--- src/rtl/tri_err_pkg.sv ---
// ============================================================================
//  Module      : tri_err_pkg
//  Description : Shared definitions for the direct error-report receive path:
//                clear-handshake state encodings and error-counter sizing.
//  Revision    : 1.0 - initial release
// ============================================================================
`default_nettype none

package tri_err_pkg;

  localparam int ERR_CNT_W = 8;
  localparam logic [ERR_CNT_W-1:0] ERR_CNT_MAX = 8'hFF;

  typedef enum logic [1:0] {
    ERR_CLR_IDLE = 2'b00,
    ERR_CLR_CLR  = 2'b01,
    ERR_CLR_ACK  = 2'b10
  } err_clr_state_t;

endpackage

`default_nettype wire

--- src/rtl/tri_err_sat_cnt.sv ---
// ============================================================================
//  Module      : tri_err_sat_cnt
//  Description : ERR_CNT_W-bit saturating event counter. A clear restarts the
//                count, and an increment arriving in the clear cycle is kept
//                so that no event is lost across a clear.
//  Ports       : clk   - clock, rising edge
//                rst_n - asynchronous active-low reset
//                inc   - count one event this cycle
//                clr   - restart the count this cycle
//                cnt   - current count, sticks at ERR_CNT_MAX
//  Revision    : 1.0 - initial release
// ============================================================================
`default_nettype none

module tri_err_sat_cnt
  import tri_err_pkg::*;
(
  input  logic                 clk,
  input  logic                 rst_n,
  input  logic                 inc,
  input  logic                 clr,
  output logic [ERR_CNT_W-1:0] cnt
);

  always_ff @(posedge clk or negedge rst_n) begin
    if (!rst_n) begin
      cnt <= '0;
    end else if (clr) begin
      cnt <= inc ? ERR_CNT_W'(1) : '0;
    end else if (inc && (cnt != ERR_CNT_MAX)) begin
      cnt <= cnt + ERR_CNT_W'(1);
    end
  end

endmodule

`default_nettype wire

--- src/rtl/tri_direct_err_rcv.sv ---
// ============================================================================
//  Module      : tri_direct_err_rcv
//  Description : Receive side of the direct error-report path. Registers WIDTH
//                error levels, latches unmasked errors as sticky status,
//                records which bit(s) fired first since the last clear and
//                exposes a four-phase req/ack clear handshake.
//                Optional build macro TRI_DIRECT_ERR_RCV_CNT_EN adds the
//                rising-edge detector and a saturating error-event counter;
//                without it err_cnt is tied to zero.
//  Ports       : nclk       - clock, rising edge
//                rst_n      - asynchronous active-low reset
//                vd, gd     - power/ground pins, no logical function
//                err_in     - raw error levels, bit 0 is the MSB
//                err_mask   - 1 ignores the bit (quasi-static)
//                clr_req    - clear request level
//                clr_ack    - clear acknowledge level
//                err_sticky - latched unmasked errors
//                first_err  - bit(s) that set the first sticky error
//                any_err    - OR of err_sticky
//                err_cnt    - saturating count of error events
//  Revision    : 1.0 - initial release
// ============================================================================
`default_nettype none

module tri_direct_err_rcv
  import tri_err_pkg::*;
#(
  parameter int WIDTH = 1
) (
  input  logic             nclk,
  input  logic             rst_n,
  inout  wire              vd,
  inout  wire              gd,
  input  logic [0:WIDTH-1] err_in,
  input  logic [0:WIDTH-1] err_mask,
  input  logic             clr_req,
  output logic             clr_ack,
  output logic [0:WIDTH-1] err_sticky,
  output logic [0:WIDTH-1] first_err,
  output logic             any_err,
  output logic [0:7]       err_cnt
);

  // analysis_not_referenced: supply pins carry no logic
  wire unused_analysis_not_referenced = vd | gd;

  logic [0:WIDTH-1] r_err_q;
  logic [0:WIDTH-1] w_hit;
  logic             w_clr;
  err_clr_state_t   r_state;
  err_clr_state_t   w_state_nxt;

  // --------------------------------------------------------------------------
  // Input stage
  // --------------------------------------------------------------------------
  always_ff @(posedge nclk or negedge rst_n) begin
    if (!rst_n) begin
      r_err_q <= '0;
    end else begin
      r_err_q <= err_in;
    end
  end

  assign w_hit = r_err_q & ~err_mask;

  // --------------------------------------------------------------------------
  // Clear handshake
  // --------------------------------------------------------------------------
  always_ff @(posedge nclk or negedge rst_n) begin
    if (!rst_n) begin
      r_state <= ERR_CLR_IDLE;
    end else begin
      r_state <= w_state_nxt;
    end
  end

  always_comb begin
    w_state_nxt = r_state;
    w_clr       = 1'b0;
    clr_ack     = 1'b0;
    case (r_state)
      ERR_CLR_IDLE: begin
        if (clr_req) begin
          w_state_nxt = ERR_CLR_CLR;
        end
      end
      ERR_CLR_CLR: begin
        w_clr       = 1'b1;
        w_state_nxt = ERR_CLR_ACK;
      end
      ERR_CLR_ACK: begin
        clr_ack = 1'b1;
        if (!clr_req) begin
          w_state_nxt = ERR_CLR_IDLE;
        end
      end
      default: begin
        w_state_nxt = ERR_CLR_IDLE;
      end
    endcase
  end

  // --------------------------------------------------------------------------
  // Sticky status and first-error capture. A hit in the clear cycle survives
  // the clear, and becomes the new first error.
  // --------------------------------------------------------------------------
  always_ff @(posedge nclk or negedge rst_n) begin
    if (!rst_n) begin
      err_sticky <= '0;
      first_err  <= '0;
    end else begin
      err_sticky <= (err_sticky & ~{WIDTH{w_clr}}) | w_hit;
      if (w_clr) begin
        first_err <= w_hit;
      end else if (!(|err_sticky) && (|w_hit)) begin
        first_err <= w_hit;
      end
    end
  end

  assign any_err = |err_sticky;

  // --------------------------------------------------------------------------
  // Optional error-event counter: one count per cycle with any new rising bit
  // --------------------------------------------------------------------------
`ifdef TRI_DIRECT_ERR_RCV_CNT_EN
  logic [0:WIDTH-1]       r_err_q2;
  logic                   w_rise_any;
  logic [ERR_CNT_W-1:0]   w_cnt;

  always_ff @(posedge nclk or negedge rst_n) begin
    if (!rst_n) begin
      r_err_q2 <= '0;
    end else begin
      r_err_q2 <= r_err_q;
    end
  end

  assign w_rise_any = |(r_err_q & ~r_err_q2 & ~err_mask);

  tri_err_sat_cnt u_err_cnt (
    .clk   (nclk),
    .rst_n (rst_n),
    .inc   (w_rise_any),
    .clr   (w_clr),
    .cnt   (w_cnt)
  );

  assign err_cnt = w_cnt;
`else
  assign err_cnt = 8'h00;
`endif

endmodule

`default_nettype wire

--- config.mk ---
export PLATFORM = sky130hd
export DESIGN_NAME = tri_direct_err_rcv
export DESIGN_NICKNAME = d
export VERILOG_FILES = /design/src/rtl/tri_err_pkg.sv /design/src/rtl/tri_err_sat_cnt.sv /design/src/rtl/tri_direct_err_rcv.sv
export SDC_FILE = /design/constraint.sdc
export NUM_CORES = 1
export LEC_CHECK = 0
export CAP_MARGIN = 20
export CORE_AREA = 3 3 40 42
export CTS_CLUSTER_DIAMETER = 80
export CTS_CLUSTER_SIZE = 14
export DETAILED_ROUTE_END_ITERATION = 8
export DIE_AREA = 0 0 43 45
export PLACE_DENSITY_LB_ADDON = 0.25
export SETUP_SLACK_MARGIN = 0.02
export SLEW_MARGIN = 20
export SYNTH_ARGS = -nofsm -noshare
export SYNTH_HDL_FRONTEND = slang
export SYNTH_SLANG_ARGS = --single-unit
--- constraint.sdc ---
create_clock -name nclk -period 1.2 [get_ports nclk]
set_input_delay 0.18 -clock nclk [delete_from_list [all_inputs] [get_ports nclk]]
set_output_delay 0.18 -clock nclk [all_outputs]
set_load 0.01 [all_outputs]
; Word level (Yosys, flattened, before mapping)
; Cells that the tools add are included.
[totals]
regBits = 5
inputBits = 5
out_inout_bits = 14
wordCells = 25
[op_classes]
eq_ne = 4
mux = 7
bitwise = 5
reduce_logical = 5
[ops]
columns = cell, count
row1 = 2-bit one-hot mux with 3 select lines, 1
row2 = 1-bit 2-to-1 mux, 4
row3 = 2-bit 2-to-1 mux, 2
row4 = 2-bit != test (second input constant), 2
row5 = 1-bit AND, 2
row6 = 2-bit by 1-bit == test with 1-bit output (second input constant), 1
row7 = 2-bit == test (second input constant), 1
row8 = 2-bit zero test, 1
row9 = 1-bit NOT, 2
row10 = 2-bit AND reduction, 1
row11 = 2-bit nonzero test, 1
row12 = 1-bit logical AND, 1
row13 = 1-bit zero test, 1
row14 = 1-bit bitwise OR, 1

; Depth between registers and ports, before layout
[depth]
depth_word = 5
ltp_mapped = 3
depth_no_buf = 3

; Least setup slack after synthesis
; No wires, ideal clock.
[synth_timing]
path_type = reg2reg
from = register r_state[0]
to = register first_err
setup_ns = 0.122
arrival_time_ns = 0.760
path_slack_ns = 0.319
stages_incl_launch_ff = 4
path_buffers = 0
period_less_slack_ns = 0.881
cell_sequence = dfrtp_1 -> nand2b_2 -> nand2_2 -> a32o_1
[synth_between]
elab_chain_len = 3
[synth_rtl]
columns = item, line_no
row1 = from (decl), tri_direct_err_rcv.sv:50  ; err_clr_state_t r_state;
row2 = from (signal assigned), tri_direct_err_rcv.sv:73  ; r_state <= w_state_nxt;
row3 = 2-bit by 1-bit == test with 1-bit output *, tri_direct_err_rcv.sv:81  ; case (r_state)
row4 = 1-bit 2-to-1 mux *, tri_direct_err_rcv.sv:81
row5 = 1-bit 2-to-1 mux / 2-bit nonzero test (equally long branches), n/a
row6 = to (signal assigned), tri_direct_err_rcv.sv:114  ; first_err <= w_hit;
row7 = to (signal assigned), tri_direct_err_rcv.sv:116  ; first_err <= w_hit;
row8 = to (decl), tri_direct_err_rcv.sv:39  ; output logic [0:WIDTH-1] first_err,
; Mark *: on every way between the ends. The rest lies on a longest branch, timed or not.
; A chain may end at the register's enable or synchronous reset.

; Final worst setup path
[layout_timing]
from = register err_sticky, in the netlist any_err
to = output port err_sticky
[layout_lines]
columns = item, line_no
row1 = from (decl), tri_direct_err_rcv.sv:38  ; output logic [0:WIDTH-1] err_sticky,
row2 = from (signal assigned), tri_direct_err_rcv.sv:112  ; err_sticky <= (err_sticky & ~{WIDTH{w_clr}}) | w_hit;
; No word-level cell between the ends.

==> out/metrics.cfg <==
[outcome]
outcome=completed

[die]
dieWidth_um=43
start_util_pct=19.9
die_area_um2=1940
io_pins=19
placementRows=13
core_um2=1280
fp.dieH_um=45

[drt]
drt_iter0_markers=0
antenna_left=0
vias=176
drcViolationCount=0
viasPerCell=3.45
routedWlPerCell_um=8.69
routed_wl_um=443
dr.pass1.iters=1

[clocking]
cts_resized=8
postCtsHoldBufs=0
cts_tree=yes
clkLatencyLatePin_ns=0.24
clkSinkCount=5
root_buffer=clkbuf_4
htree_num_levels=1
cts_buffers=3
cts_buffer_depth=2
clk_pin_slew_ns=0.04
postCtsSetupRepairBufs=0

[synthesis]
ys_seq_area_share_pct=49.0
ys_ff_latch=5
synthesis.area_um2=255
syn_area_per_cell_um2=10.2
synthCells=25
yosysUniqueCellTypes=11
ys.warnings.count=0

[cells_and_area]
drive_gt1_share_pct=22.2
stdcell_area_um2=340
antenna_cells=0
instances_no_fill=51
area_growth_pct=33.3
fill_cells=136
fin_nets=44
fin_util_pct=26.5

[critical_path]
worstPathMaxFanout=3
start_kind=flip-flop
path_cells=dlygate4sd2_1
critPathBufInv=1
critPathRequiredTime_ns=1.02
critPathMaxStageDelay_ns=0.39
cp-end-kind=output port
crit_slowest_cell=dfrtp_1
worstSetupPathType=flip-flop to output port
critPathArrivalTime_ns=0.93
critPathTopFamily=flip-flops

[place]
routabilityCongestion=0.592
post-place-ws_ns=-0.0734
dpl_cell_area_um2=320
numPlacedInstances=47
hpwl_um=398
port_buffers=8

[grt]
grt_usage_pct=5.44
antenna_found_initial=0
grt-ovfl-total=0
grt_max_degree=6
grt_pass1_vias=181
grt_first_pass_wirelength_um=724

[sta]
hold_violations=0
fin_ws_ns=0.0904
fin_crit_sh_pct=92.5
rsz0062_at_grt=no
setup_viol=0
untimed_endpoints=2
finalHoldWorstSlack_ns=0.162
skew_ns=0.00138
period_minus_slack_ns=1.11
fmax_mhz=901
drv_slew=0

[power_and_ir_drop]
leakage_nw=0.174
p_per_area_nw_per_um2=2160
ir_worst_vdd_mv=0.711

[hold_path]
hold_path_class=input port to asynchronous set/reset pin

[run]
maxCapViolCount=0

stage by stage:
step / setup TNS (ns) / total power (W)
after floorplan: 0 / 0.000450
after global placement: -0.0248 / 0.000585
after detailed placement: -0.0734 / 0.000606
after CTS: 0 / 0.000757
after global routing: 0 / 0.000801
final: 0 / 0.000735
logic make-up (layout without fill, tap and decap cells):
group / Yosys count / after routing / synth area share (%)
flip-flops: 5 / 5 / 49.0
AND/OR/NAND/NOR: 6 / 6 / 14.2
other: 1 / 8 / 1.47
AO/OA/AOI/OAI: 2 / 2 / 5.88
buffers and inverters: 11 / 15 / 29.4
final cells by class:
class | count | area [um^2] | share of cell area [%]
timing repair buffer | 9 | 78.8 | 23.2
clock buffer | 4 | 26.3 | 7.72
inverter | 2 | 7.51 | 2.21
sequential | 5 | 125 | 36.8
multi-input combinational | 16 | 83.8 | 24.6
tap | 15 | 18.8 | 5.51
layer usage:
| metal | track usage (%) | vias to the layer above | routed length, um |
|---|---|---|---|
| met1 | 5.38 | 82 | 151 |
| met3 | 0 | 2 | 28 |
| met2 | 8.38 | 10 | 248 |
| li1 | - | 82 | - |
| met4 | 9.04 | 0 | 15 |
| met5 | 0 | - | 0 |
cell usage in the layout (no fill, tap or decap), drive strengths merged:
| cell | count |
|---|---|
| nor2b | 1 |
| dlygate4sd2 | 3 |
| conb | 8 |
| nand2b | 1 |
| buf | 2 |
| nand2 | 3 |
| dfrtp | 5 |
| a32o | 1 |
| o21ai | 1 |
| inv | 2 |
| clkbuf | 4 |
| nor3b | 1 |
| clkdlybuf4s50 | 4 |
synth_stat cells, drive strengths merged:
cell type / instances / area [um^2]
a32o: 1 / 10.0
nand2b: 1 / 8.76
o21ai: 1 / 5.00
nor2b: 1 / 6.26
buf: 9 / 67.6
dfrtp: 5 / 125
nand2: 3 / 13.8
nor3b: 1 / 7.51
conb: 1 / 3.75
inv: 2 / 7.51
state kept, by name, summed over array words and instances, names as in the netlist:
register,count
any_err,1
first_err,1
r_state,2
r_err_q,1
where the power goes:
group | total, W | internal, W | switching, W
Clock | 0.000186 | 0.000125 | 0.0000612
Sequential | 0.000275 | 0.000233 | 0.0000425
Combinational | 0.000273 | 0.000139 | 0.000134
worst paths after layout:
path	startpoint	to	slack, ns	depth (start not counted)
worst min register to register	r_state[1]	r_state[0]	0.44	1
worst min-delay path	rst_n	r_err_q	0.16	1
max in group asynchronous	rst_n	r_state[1]	0.85	1
min in group nclk	err_in	r_err_q	0.38	1
worst max-delay path	any_err	err_sticky	0.09	1
worst max register to register	r_state[0]	first_err	0.17	4
Note: power is estimated with default switching activity, not from simulation.
